$ cat config.mk
export PLATFORM = sky130hd
export DESIGN_NAME = multi_project_io_mux
export DESIGN_NICKNAME = d
export VERILOG_FILES = /design/src/rtl/multi_project_io_mux.sv
export SDC_FILE = /design/constraint.sdc
export NUM_CORES = 1
export LEC_CHECK = 0
export ABC_AREA = 1
export CAP_MARGIN = 20
export CORE_AREA = 10 10 209 211
export CTS_CLUSTER_SIZE = 30
export DETAILED_ROUTE_END_ITERATION = 10
export DIE_AREA = 0 0 219 221
export PLACE_DENSITY_LB_ADDON = 0.2
export SLEW_MARGIN = 25
export SYNTH_ARGS = -nofsm -noshare
export SYNTH_HDL_FRONTEND = slang
export SYNTH_SLANG_ARGS = --single-unit
$ cat constraint.sdc
create_clock -name wb_clk_i -period 1.7 [get_ports wb_clk_i]
set_input_delay 0.17 -clock wb_clk_i [delete_from_list [all_inputs] [get_ports wb_clk_i]]
set_output_delay 0.17 -clock wb_clk_i [all_outputs]
set_load 0.02 [all_outputs]
$ cat src/rtl/multi_project_io_mux.sv
// rtl/multi_project_io_mux.sv - shares Caravel pads and one LA bank between NUM_PROJ projects
// Requests are synchronised and priority-resolved, and every switch tristates the pads for a guard interval.
module multi_project_io_mux #(
  parameter int NUM_PROJ     = 4,
  parameter int IO_W         = 38,
  parameter int LA_W         = 32,
  parameter int SYNC_STAGES  = 2,
  parameter int GUARD_CYCLES = 4,
  localparam int SEL_W       = $clog2(NUM_PROJ)
) (
  input  logic                     wb_clk_i,
  input  logic                     wb_rst_n,
  input  logic [NUM_PROJ-1:0]      active_i,
  input  logic [NUM_PROJ*IO_W-1:0] proj_io_out_i,
  input  logic [NUM_PROJ*IO_W-1:0] proj_io_oeb_i,
  input  logic [NUM_PROJ*LA_W-1:0] proj_la_out_i,
  output logic [NUM_PROJ-1:0]      proj_en_o,
  output logic [IO_W-1:0]          io_out,
  output logic [IO_W-1:0]          io_oeb,
  output logic [LA_W-1:0]          la_data_out,
  output logic [SEL_W-1:0]         sel_o,
  output logic                     busy_o,
  output logic                     multi_err_o,
  output logic [7:0]               switch_cnt_o
);

  typedef enum logic [1:0] {IDLE, GUARD, RUN} state_t;

  localparam logic [7:0] RELOAD = 8'(GUARD_CYCLES - 1);

  logic [NUM_PROJ-1:0] sync_q [SYNC_STAGES];
  logic [NUM_PROJ-1:0] act_s;
  logic                req_valid;
  logic [SEL_W-1:0]    req_idx;

  state_t              state_q, state_d;
  logic [SEL_W-1:0]    target_q, target_d;
  logic [SEL_W-1:0]    sel_q, sel_d;
  logic [7:0]          cnt_q, cnt_d;
  logic [NUM_PROJ-1:0] en_q, en_d;
  logic [7:0]          swc_q, swc_d;
  logic                merr_q;

  always_ff @(posedge wb_clk_i or negedge wb_rst_n) begin
    if (!wb_rst_n) begin
      for (int s = 0; s < SYNC_STAGES; s++) sync_q[s] <= '0;
      merr_q <= 1'b0;
    end else begin
      sync_q[0] <= active_i;
      for (int s = 1; s < SYNC_STAGES; s++) sync_q[s] <= sync_q[s-1];
      merr_q <= |(act_s & (act_s - NUM_PROJ'(1)));
    end
  end

  assign act_s     = sync_q[SYNC_STAGES-1];
  assign req_valid = |act_s;

  // Fixed priority: scanning downward leaves the lowest set index.
  always_comb begin
    req_idx = '0;
    for (int p = NUM_PROJ - 1; p >= 0; p--) begin
      if (act_s[p]) req_idx = SEL_W'(p);
    end
  end

  always_ff @(posedge wb_clk_i or negedge wb_rst_n) begin
    if (!wb_rst_n) begin
      state_q  <= IDLE;
      target_q <= '0;
      sel_q    <= '0;
      cnt_q    <= '0;
      en_q     <= '0;
      swc_q    <= '0;
    end else begin
      state_q  <= state_d;
      target_q <= target_d;
      sel_q    <= sel_d;
      cnt_q    <= cnt_d;
      en_q     <= en_d;
      swc_q    <= swc_d;
    end
  end

  always_comb begin
    state_d  = state_q;
    target_d = target_q;
    sel_d    = sel_q;
    cnt_d    = cnt_q;
    en_d     = '0;
    swc_d    = swc_q;
    case (state_q)
      IDLE: begin
        if (req_valid) begin
          state_d  = GUARD;
          target_d = req_idx;
          cnt_d    = RELOAD;
        end
      end
      GUARD: begin
        if (!req_valid) begin
          state_d = IDLE;
        end else if (req_idx != target_q) begin
          target_d = req_idx;
          cnt_d    = RELOAD;
        end else if (cnt_q == 8'd0) begin
          state_d = RUN;
          sel_d   = target_q;
          en_d    = NUM_PROJ'(1) << target_q;
          if (swc_q != 8'hFF) swc_d = swc_q + 8'd1;
        end else begin
          cnt_d = cnt_q - 8'd1;
        end
      end
      RUN: begin
        if (!req_valid) begin
          state_d = IDLE;
        end else if (req_idx != sel_q) begin
          state_d  = GUARD;
          target_d = req_idx;
          cnt_d    = RELOAD;
        end else begin
          en_d = en_q;
        end
      end
      default: state_d = IDLE;
    endcase
  end

  // Pads follow the registered state only, so an async reset tristates them at once.
  always_comb begin
    io_out      = '0;
    io_oeb      = '1;
    la_data_out = '0;
    if (state_q == RUN) begin
      io_out      = proj_io_out_i[sel_q*IO_W +: IO_W];
      io_oeb      = proj_io_oeb_i[sel_q*IO_W +: IO_W];
      la_data_out = proj_la_out_i[sel_q*LA_W +: LA_W];
    end
  end

  assign proj_en_o    = en_q;
  assign sel_o        = sel_q;
  assign busy_o       = (state_q == GUARD);
  assign multi_err_o  = merr_q;
  assign switch_cnt_o = swc_q;

endmodule

* Yosys cells after proc, flatten, opt, wreduce, memory -nomap -nowiden
Index checks and enable logic that the tools add are counted.
** Cells by class
- Multipliers :: 1
- Shift operators :: 4
- Reduce and logical (&&, ||, !) cells :: 10
- Eq/ne operators :: 14
- Bitwise gates (word level) :: 2
- Multiplexer cells :: 33
- Add/sub/neg operators :: 3
** Operators with widths (number)
- $shiftx A152 B9 Y38 :: 2
- $shiftx A128 B8 Y32 :: 1
- $mux W38 :: 2
- $mux W8 :: 6
- $mux W32 :: 1
- $mux W2 :: 15
- $pmux W8 S3 :: 1
- $mux W4 :: 5
- $pmux W2 S3 :: 2
- $reduce_and A6 Y1 :: 2
- $ne A3 B3 Y1 const B :: 3
- $add A8 B1 Y8 const B :: 1
- $logic_not A8 Y1 :: 1
- $ne A8 B8 Y1 const B :: 1
- $pmux W4 S2 :: 1
- $reduce_and A4 Y1 :: 2
- $reduce_or A4 Y1 :: 2
- $sub A8 B1 Y8 const B :: 1
- $mul A2 B5 Y7 const B :: 1
- $ne A2 B2 Y1 const B :: 3
- $reduce_and A5 Y1 :: 1
- $and A4 B4 Y4 :: 1
- $ne A2 B1 Y1 const B :: 2
- $ne A2 B2 Y1 :: 2
- 8 further kinds :: 8
** Word-level totals
- Register bits after elaboration :: 35
- Bits of input ports :: 438
- Output and inout port bits :: 124
- Logic and storage cells :: 76

* Longest topological paths before layout
Gate-level depths: netlist (run 1).
- Word-level depth :: 8
- Depth in mapped cells :: 11
- Gate-level depth less buffers :: 11

* Worst setup path after synthesis (run 1)
Ideal clock, no wire load.
- Kind :: register -> output
- From :: register sel_q[0], in the netlist sel_o[0]
- To :: output io_oeb[15]
- Buffers on the path :: 2
- Path slack :: -360 ps
- Arrival :: 1890 ps
- Stages on the path, launching flop included :: 5
- Cell sequence :: dfrtp_1 > buf_4 > clkbuf_1 > nor2_1 > o311ai_0
** Between the ends
- Longest elaborated chain between the ends :: 3
** RTL lines
- start, declared :: line 38 : logic [SEL_W-1:0] sel_q, sel_d;
- start signal, assigned :: line 77 : sel_q <= sel_d;
- $mul A2 B5 Y7 :: line 136 : io_oeb = proj_io_oeb_i[sel_q*IO_W +: IO_W];
- $shiftx A152 B9 Y38 :: line 136
- $mux W38 :: line 134 : if (state_q == RUN) begin
- end, declared :: line 19 : output logic [IO_W-1:0] io_oeb,
Every way passes these cells.

* Final worst setup path (run 1)
- From :: register sel_q[0], in the netlist sel_o[0]
- To :: output io_oeb[33]
Same word-level chain as after synthesis.

==> results of run 1 <==
## cells in the final DEF (no fill, tap or decap), types with 3 or more instances in the layout
cell type        Yosys  routed
inv_1               16      16
dlymetal6s2s_1       0       3
a21oi_2              2      72
o21ai_0            175      53
clkdlybuf4s50_1      0     450
nand2_1             75      70
buf_4                7     116
buf_2               33       6
nand2_4              1       4
nand2_2              7       9
dfrtp_1             35      33
o21ai_2              1      33
inv_2                8       5
o21ai_1              9      97
buf_6                3      61
nor3_1               7       7
nand3_1             26      23
o311ai_1             4       5
o311ai_2             0      31
xor2_1               8       8
nor2_2               3      56
xnor2_1              3       3
ha_1                 3       3
nor2_1             445     350
buf_8                0      11
clkbuf_16            0      23
buf_16               0       5
nor2_4               4      46
buf_12               0      35
## through the flow
stage	hold WS [ns]	instance area (um2)	setup TNS [ns]
floorplan	-0.126	5920	-0.115
CTS	0.288	12900	-38.64
global placement	0.333	12700	-42.73
detailed placement	0.340	12700	-43.61
global route	0.304	14700	-37.45
finish	0.279	14700	-27.45
## synthesized netlist by cell type, types with 3 or more instances
cell type    n  area (um2)
nor2_1     445        1670
o21ai_0    175         876
nand2_1     75         282
a21oi_1     70         350
clkbuf_1    36         135
dfrtp_1     35         876
o311ai_0    34         298
buf_2       33         165
nand3_1     26         130
inv_1       16        60.1
o21ai_1      9        45.0
inv_2        8        30.0
xor2_1       8        70.1
buf_4        7        52.6
nand2_2      7        43.8
nor3_1       7        35.0
buf_1        5        18.8
nor2_4       4        45.0
o311ai_1     4        35.0
buf_6        3        33.8
ha_1         3        37.5
nor2_2       3        18.8
xnor2_1      3        26.3
## where the power goes
part,switching (mW),internal (mW)
clock network,0.337,0.540
registers,0.164,0.973
logic,5.11,4.75
## area by class of cell
class	count	area share (%)
flip-flops and latches	35	6.03
clock buffers	6	0.879
diodes	1	0.0171
clock inverters	2	0.0854
inverters	24	0.751
well taps	525	4.48
repair buffers	708	51.9
multi-input cells	884	35.8
## metal layers
metal	wire [um]	vias up	track usage, %
met5	30	-	0
met4	477	4	1.49
met3	3540	30	3.81
met2	24500	344	30.8
met1	19100	4557	18.9
li1	-	4692	-
## registers in the layout, indices dropped and copies added (netlist names)
| name | flops |
|---|---|
| cnt_q | 8 |
| switch_cnt_o | 8 |
| act_s | 4 |
| proj_en_o | 4 |
| sync_q | 4 |
| sel_o | 2 |
| state_q | 2 |
| target_q | 2 |
| multi_err_o | 1 |
## kinds of logic after synthesis
| logic type | after synthesis | synth area share (%) |
|---|---|---|
| AO/OA/AOI/OAI | 296 | 30.1 |
| XOR/XNOR | 11 | 1.77 |
| adder cells (fa/ha/maj) | 3 | 0.689 |
| buffers and inverters | 108 | 9.09 |
| flip-flops | 35 | 16.1 |
| AND/OR/NAND/NOR | 574 | 42.3 |
## worst paths after layout
kind | depth (start not counted) | endpoint
setup / recovery | 9 | io_oeb[33]
hold / removal | 2 | switch_cnt_o[6]
setup reg to reg | 11 | cnt_q[1]
hold reg to reg | 0 | act_s[0]
max in group asynchronous | 2 | sel_o[0]
min in group wb_clk_i | 1 | sync_q[4]
## what timing repair did
item	CTS	global route
setup buffers	0	36
pin swaps	4	80
resized for setup	389	542
endpoints found under the setup margin	126	135
cloned	0	25
==> results.ini, run 1 <==
[yosys]
ys_warn_count = 0
synth_edf_count = 0
syn-num-nets = 1468
ys_seq_area_share_pct = 16.1
ys_ff_latch = 35
ys_types = 32
syn_avg_cell_area_um2 = 5.31
synthFlopType = dfrtp_1
synth.cell_area_mm2 = 0.00545
syn_inst = 1027
synthArstFlopShare_pct = 100

[placed_design]
pre_cts_ws_ns = -0.512
dp.cells = 2116
dp_hpwl_um = 35700
port_buffers = 561
place_congestion = 0.908

[timing]
rsz0062_at_grt = yes
min_period_over_period_pct = 124
min_period_ns = 2.10
relSlewSlack_pct = 72.7
layout_setup_ws_ns = -0.402
drv_slew = 0
finClkSkew_ns = 0.00204
setup_violations = 119
timing.fmax_mhz = 476
worst_pin_slew_ns = 0.405
hold_viol = 0

[clocking]
clockBufferDepth = 2
ctsHoldBuffers = 0
clk_pin_slew_worst_paths_ns = 0.05
cts_htree_levels = 2
numCtsBuffers = 5
root_buffer = clkbuf_16
clock_latency_ns = 0.28
cts_tree = done
numClockSinks = 35

[cells_and_area]
multi_input_area_mm2 = 0.00525
finish.utilization_pct = 37.1
drive_gt1_share_pct = 32.2
nFillCells = 4226
fin_cells = 2185
finalNetCount = 2099
register_area_um2 = 883
area_growth_pct = 169

[critical_path]
crit_required_ns = 1.53
slowest_delay_ns = 0.50
crit_fanout = 7
worstSetupEndpointType = output port
path_cells = clkinv_8 -> buf_12 -> buf_12 -> clkbuf_16 -> nor2_4 -> nor2_1 -> o21ai_1 -> o311ai_2 -> buf_4
reg2reg_slack_ns = -0.23
path_delay_family = buffers and inverters
crit_buf_inv = 5
r2r-start = sel_o[0]
slowest_stage = dfrtp_4
cp-startpoint = sel_o[0]
startpoint_type = register
cp.arrival_ns = 1.93
path_class = register to output port
crit_top_cell = buf_12

[floorplan]
die_w_um = 219
rows = 73
start_util_pct = 13.8
coreArea_mm2 = 0.0395
dieArea_mm2 = 0.0484
num_io_pins = 562
die_h_um = 221

[worst_hold_path]
min_path_type = input pin to asynchronous set/reset pin

[detailed_routing]
num_vias = 9627
drc = 0
wl_per_cell_um = 21.8
drt-initial-drc-count = 528
wl_um = 47700
firstDrtPassIters = 4
via_per_inst = 4.41
drt.antenna.violating_nets = 0

[status]
violations = setup timing
status = complete, but fails checks

[global_routing]
antenna_found_initial = 3
grt_pass1_wl_um = 62000
track_usage_pct = 16.4
grt_pass1_vias = 9141
grt_max_degree = 60
grt-ovfl-total = 0

[pwr]
ir_worst_vdd_uv = 542
p_total_mw = 11.9
power.leakage_nw = 5.72
powerDensity_mw_per_mm2 = 810

[job]
maxCapViolCount = 0

Power figures use the tool's default switching activity.
==> run 2, diff against run 1 <==
--- a/config.mk
+++ b/config.mk
@@ -11,7 +11,6 @@
 export CTS_CLUSTER_SIZE = 30
 export DETAILED_ROUTE_END_ITERATION = 10
 export DIE_AREA = 0 0 219 221
-export PLACE_DENSITY_LB_ADDON = 0.2
 export SLEW_MARGIN = 25
 export SYNTH_ARGS = -nofsm -noshare
 export SYNTH_HDL_FRONTEND = slang
==> run 2 against run 1 <==
Compared with the run above:
- the flow still finishes with violations (setup timing)
- register-to-register slack barely moved
- sequential power about the same
- sequential share of layout area up 0.27 points
- count of clock-buffer cells in the layout fell by 1
- global-route usage grew 0.089 points
- sequential cell count unchanged
- utilization down 1.6 points
- clock power up 23%
- via count down 1.2%
- hold slack gained 0.011 ns
- total power decreased by 1.5%
- largest cell class unchanged
- largest power group unchanged
- highest routed layer unchanged
==> results.ini, run 2 (synthesized netlist as in run 1, its figures left out) <==
[critical_path]
path_cells = buf_12 -> buf_4 -> buf_4 -> o311ai_2 -> buf_4
slowest_delay_ns = 0.57
path_class = register to output port
crit_top_cell = buf_4
slowest_stage = dfrtp_4
crit_fanout = 13
cp.arrival_ns = 1.85
worstSetupEndpointType = output port
crit_required_ns = 1.53
startpoint_type = register

[floorplan]
dieArea_mm2 = 0.0484
rows = 73
die_h_um = 221
start_util_pct = 13.8
coreArea_mm2 = 0.0395
die_w_um = 219
num_io_pins = 562

[cells_and_area]
fin_cells = 2169
layout_common_cells = clkdlybuf4s50_1 (450), nor2_1 (390), buf_4 (122), o21ai_1 (101), a21oi_2 (72)
nFillCells = 4161
register_area_um2 = 883
multi_input_area_mm2 = 0.00496
drive_gt1_share_pct = 29.1
finalNetCount = 2080
area_growth_pct = 157
final_common_cell = clkdlybuf4s50_1

[pwr]
power.leakage_nw = 5.52
powerDensity_mw_per_mm2 = 835
power.share.clock_pct = 9.2
p_comb_share_pct = 80.8
switching_share_pct = 46.9
p_seq_share_pct = 10.0
p_sw_mw = 5.48
ir_worst_vdd_uv = 430
internal-power_mw = 6.21

[global_routing]
grt_pass1_vias = 9591
grt_max_degree = 53
antenna_found_initial = 5
track_usage_pct = 16.5
grt_pass1_wl_um = 61700
grt-ovfl-total = 0

[timing]
min_period_over_period_pct = 119
worst_pin_slew_ns = 0.453
min_period_ns = 2.02
hold_viol = 0
whs_ns = 0.290
setup_violations = 123
rsz0062_at_grt = yes
relSlewSlack_pct = 69.8
drv_slew = 0
timing.fmax_mhz = 496
layout_setup_ws_ns = -0.315
finClkSkew_ns = 0.0104

[clocking]
cts_htree_levels = 2
numClockSinks = 35
numCtsBuffers = 5
ctsHoldBuffers = 0
cts_tree = done
clk_pin_slew_worst_paths_ns = 0.07
clock_latency_ns = 0.28
clockBufferDepth = 2
root_buffer = clkbuf_16

[status]
violations = setup timing
status = complete, but fails checks

[detailed_routing]
drt.antenna.violating_nets = 0
num_vias = 9512
drt-initial-drc-count = 488
drc = 0
firstDrtPassIters = 5
wl_um = 43600
via_per_inst = 4.39
wl_per_cell_um = 20.1

[placed_design]
dp.cells = 2118
port_buffers = 561
place_congestion = 0.948
dp_hpwl_um = 33500

[job]
maxCapViolCount = 0

[worst_hold_path]
min_path_type = input pin to asynchronous set/reset pin

[run 2: cell types whose count changed in the layout (fill, tap and decap cells not counted), moves of 9 or more]
cell,previous run,this run
nor2_4,46,19
clkbuf_16,23,7
o21ai_0,53,44
nor2_2,56,43
buf_16,5,16
nor2_1,350,390
buf_12,35,24
[run 2: power groups by stage]
stage | sequential (mW) | combinational (mW) | clock, mW
finish | 1.17 | 9.45 | 1.08
global route | 1.20 | 10.2 | 1.13
CTS | 1.16 | 8.75 | 1.09
detailed placement | 1.15 | 7.15 | 0
global placement | 1.15 | 7.10 | 0
floorplan | 1.15 | 3.80 | 0
[run 2: path summary, 6_finish.rpt]
kind / slack [ns] / end / depth (start not counted) / startpoint
max: -0.32 / io_oeb[28] / 5 / sel_o[1]
min: 0.29 / switch_cnt_o[1] / 2 / wb_rst_n
max reg2reg: -0.23 / cnt_q[1] / 12 / sel_o[0]
min reg2reg: 0.35 / act_s[1] / 0 / sync_q[5]
max in group asynchronous: 1.03 / sel_o[0] / 2 / wb_rst_n
min in group wb_clk_i: 0.32 / sync_q[7] / 1 / active_i[3]
[run 2: worst max-delay path, delay by kind of cell (launching register included)]
kind	cells	cell delay, ns
flip-flops	1	0.57
AO/OA/AOI/OAI	1	0.27
buffers and inverters	4	0.72
[run 2: area by class of cell]
type	instances	area share [%]
Multi-Input combinational cell	884	35.4
Timing Repair Buffer	689	51.5
Tap cell	525	4.69
Antenna cell	4	0.0714
Clock inverter	3	0.339
Sequential cell	35	6.30
Clock buffer	5	0.893
Inverter	24	0.839
[run 2: repair_timing]
| action | 4_1_cts | 5_1_grt |
|---|---|---|
| resized for setup | 663 | 214 |
| gates cloned | 14 | 2 |
| pin swaps | 17 | 25 |
| endpoints found under the hold margin | 0 | 0 |
| setup buffers | 15 | 10 |
| endpoints found under the setup margin | 122 | 133 |
[run 2: metrics by stage]
step           worst slack, ns  setup TNS, ns  util (%)  area (um2)  total power [mW]
2_1_floorplan           -0.115         -0.115         -        5920              4.95
3_3_place_gp            -0.451         -37.48      32.2       12700              8.24
3_5_place_dp            -0.475         -40.58      32.2       12700              8.30
4_1_cts                 -0.364         -27.33      34.3       13500              11.0
5_1_grt                 -0.402         -33.87      35.5       14000              12.5
6_report                -0.315         -24.12      35.5       14000              11.7
[run 2: layer usage]
layer | GRT usage (%) | vias up | share of wire (%)
met1 | 18.9 | 4352 | 39
li1 | - | 4647 | -
met3 | 4.30 | 75 | 8.1
met4 | 5.14 | 4 | 3.7
met2 | 29.2 | 434 | 49
met5 | 0 | - | 0.057
==> run 3, diff against run 2 <==
--- a/config.mk
+++ b/config.mk
@@ -5,12 +5,11 @@
 export SDC_FILE = /design/constraint.sdc
 export NUM_CORES = 1
 export LEC_CHECK = 0
-export ABC_AREA = 1
 export CAP_MARGIN = 20
-export CORE_AREA = 10 10 209 211
+export CORE_AREA = 10 10 210 212
 export CTS_CLUSTER_SIZE = 30
 export DETAILED_ROUTE_END_ITERATION = 10
-export DIE_AREA = 0 0 219 221
+export DIE_AREA = 0 0 220 222
 export SLEW_MARGIN = 25
 export SYNTH_ARGS = -nofsm -noshare
 export SYNTH_HDL_FRONTEND = slang
==> run 3 against run 2 <==
Compared with the run above:
- the run still ends with setup timing left
- first-iteration DRC count down 32%
- sequential cell count unchanged
- global-route usage down 1.4 points
- critical path depth up 1
- worst setup slack worse by 0.24 ns
- synthesized cell count down 60%
- utilization down 0.74 points
- fmax down 11%
- sequential share of layout area up 0.12 points
- total power down 13%
- largest cell class unchanged
==> results.ini, run 3 <==
[clocking]
root_buffer = clkbuf_16
numClockSinks = 35
cts_htree_levels = 2
clk_pin_slew_worst_paths_ns = 0.06
clockBufferDepth = 2
clock_latency_ns = 0.28
cts_tree = done
numCtsBuffers = 5

[timing]
drv_slew = 0
min_period_over_period_pct = 133
worst_pin_slew_ns = 0.386
whs_ns = 0.264
setup_violations = 134
layout_setup_ws_ns = -0.560
rsz0062_at_grt = yes
finClkSkew_ns = 0.00632
relSlewSlack_pct = 74.2
min_period_ns = 2.26
hold_viol = 0
timing.fmax_mhz = 442

[critical_path]
crit_top_cell = buf_6
path_class = register to output port
slowest_delay_ns = 0.53
path_cells = buf_12 -> buf_8 -> buf_6 -> mux4_2 -> or2_4 -> buf_6
crit_buf_inv = 4
worstSetupEndpointType = output port
slowest_stage = dfrtp_4
crit_fanout = 5
path_delay_family = flip-flops
cp.arrival_ns = 2.09
startpoint_type = register
crit_required_ns = 1.53

[detailed_routing]
drt.antenna.violating_nets = 0
firstDrtPassIters = 4
wl_per_cell_um = 24.6
drt-initial-drc-count = 333
num_vias = 6649
via_per_inst = 4.12
wl_um = 39700
drc = 0

[placed_design]
dp_hpwl_um = 34700
dp.cells = 1552
pre_cts_ws_ns = -0.591
place_congestion = 0.926
port_buffers = 561

[yosys]
synth_area_leaders = mux4_2 (49%), dfrtp_1 (18%), nor2b_1 (8.8%), or2_2 (4.9%), clkbuf_1 (1.7%)
synth.cell_area_mm2 = 0.00500
ys_warn_count = 0
synthFlopType = dfrtp_1
syn_avg_cell_area_um2 = 12.2
yosys.area.top_type_share_pct = 48.6
synthArstFlopShare_pct = 100
synth_edf_count = 0
synth.most_common_cell = mux4_2
ys_seq_area_share_pct = 17.5
ys_types = 50
ys_ff_latch = 35
synth_top_area_cell = mux4_2
syn-num-nets = 851
syn_inst = 410
synth_common_cells = mux4_2 (108), nor2b_1 (70), or2_2 (39)

[pwr]
ir_worst_vdd_uv = 460
powerDensity_mw_per_mm2 = 739
power.leakage_nw = 5.28

[cells_and_area]
drive_gt1_share_pct = 48.1
fin_cells = 1614
area_growth_pct = 176
layout_common_cells = clkdlybuf4s50_1 (450), buf_6 (125), mux4_2 (108), buf_4 (87), nor2b_4 (70)
final_common_cell = clkdlybuf4s50_1
finalNetCount = 1520

[worst_hold_path]
min_path_type = input pin to asynchronous set/reset pin

[global_routing]
grt-ovfl-total = 0
grt_pass1_wl_um = 54300
track_usage_pct = 15.1
grt_max_degree = 39
antenna_found_initial = 12
grt_pass1_vias = 7162

[status]
violations = setup timing
status = complete, but fails checks

[floorplan]
num_io_pins = 562
start_util_pct = 12.6
rows = 73
coreArea_mm2 = 0.0396
die_h_um = 222
dieArea_mm2 = 0.0488
die_w_um = 220

[job]
maxCapViolCount = 0

==> run 3: repair_timing <==
action	in CTS	in global routing
pin swaps	13	17
buffers inserted	26	23
resized for setup	651	84
setup endpoints to repair	137	135
hold buffers	0	0
gates cloned	5	0
==> run 3: final timing paths <==
kind	startpoint	to	slack, ns	depth (start not counted)
setup / recovery	sel_o[0]	io_oeb[6]	-0.56	6
hold reg to reg	sync_q[7]	act_s[3]	0.35	0
min in group wb_clk_i	active_i[0]	sync_q[4]	0.32	1
setup reg to reg	sel_o[0]	target_q[1]	-0.47	9
hold / removal	wb_rst_n	switch_cnt_o[0]	0.26	2
max in group asynchronous	wb_rst_n	sel_o[1]	1.24	2
==> run 3: layout make-up <==
class	instances	area, um2
Multi-Input combinational cell	330	4710
Tap cell	525	657
Inverter	4	15.0
Clock buffer	5	125
Clock inverter	3	67.6
Fill cell	3923	25900
Antenna cell	9	22.5
Timing Repair Buffer	703	7300
Sequential cell	35	886
==> run 3: kinds of logic (layout without fill, tap and decap cells) <==
family	Yosys count	in the layout	synth area share [%]
buffers and inverters	45	715	4.05
XOR/XNOR	6	6	1.05
AND/OR/NAND/NOR	174	174	21.4
adder cells (fa/ha/maj)	4	4	0.951
multiplexers	115	115	50.1
other	0	9	0
flip-flops	35	35	17.5
AO/OA/AOI/OAI	31	31	4.90
==> run 3: metrics by stage <==
stage	setup TNS (ns)	total power [mW]	util, %	area (um2)
2_1_floorplan	-10.49	5.24	-	5810
3_3_place_gp	-59.41	7.32	31.9	12600
3_5_place_dp	-61.39	7.35	31.9	12600
4_1_cts	-56.18	9.99	34.0	13500
5_1_grt	-60.66	10.8	34.8	13800
6_report	-52.08	10.2	34.8	13800
==> run 3: per-layer routing <==
layer	wire, um	share of wire [%]	up-vias	track usage (%)
met5	23	0.058	-	0
met4	437	1.1	4	2.95
met3	3450	8.7	26	4.27
met2	21100	53	315	27.7
met1	14600	37	3333	16.9
li1	-	-	2971	-
==> run 3: power breakdown <==
group / internal [mW] / total [mW] / switching [mW]
Sequential: 0.953 / 1.07 / 0.118
Clock: 0.840 / 1.21 / 0.366
Combinational: 5.38 / 7.91 / 2.54
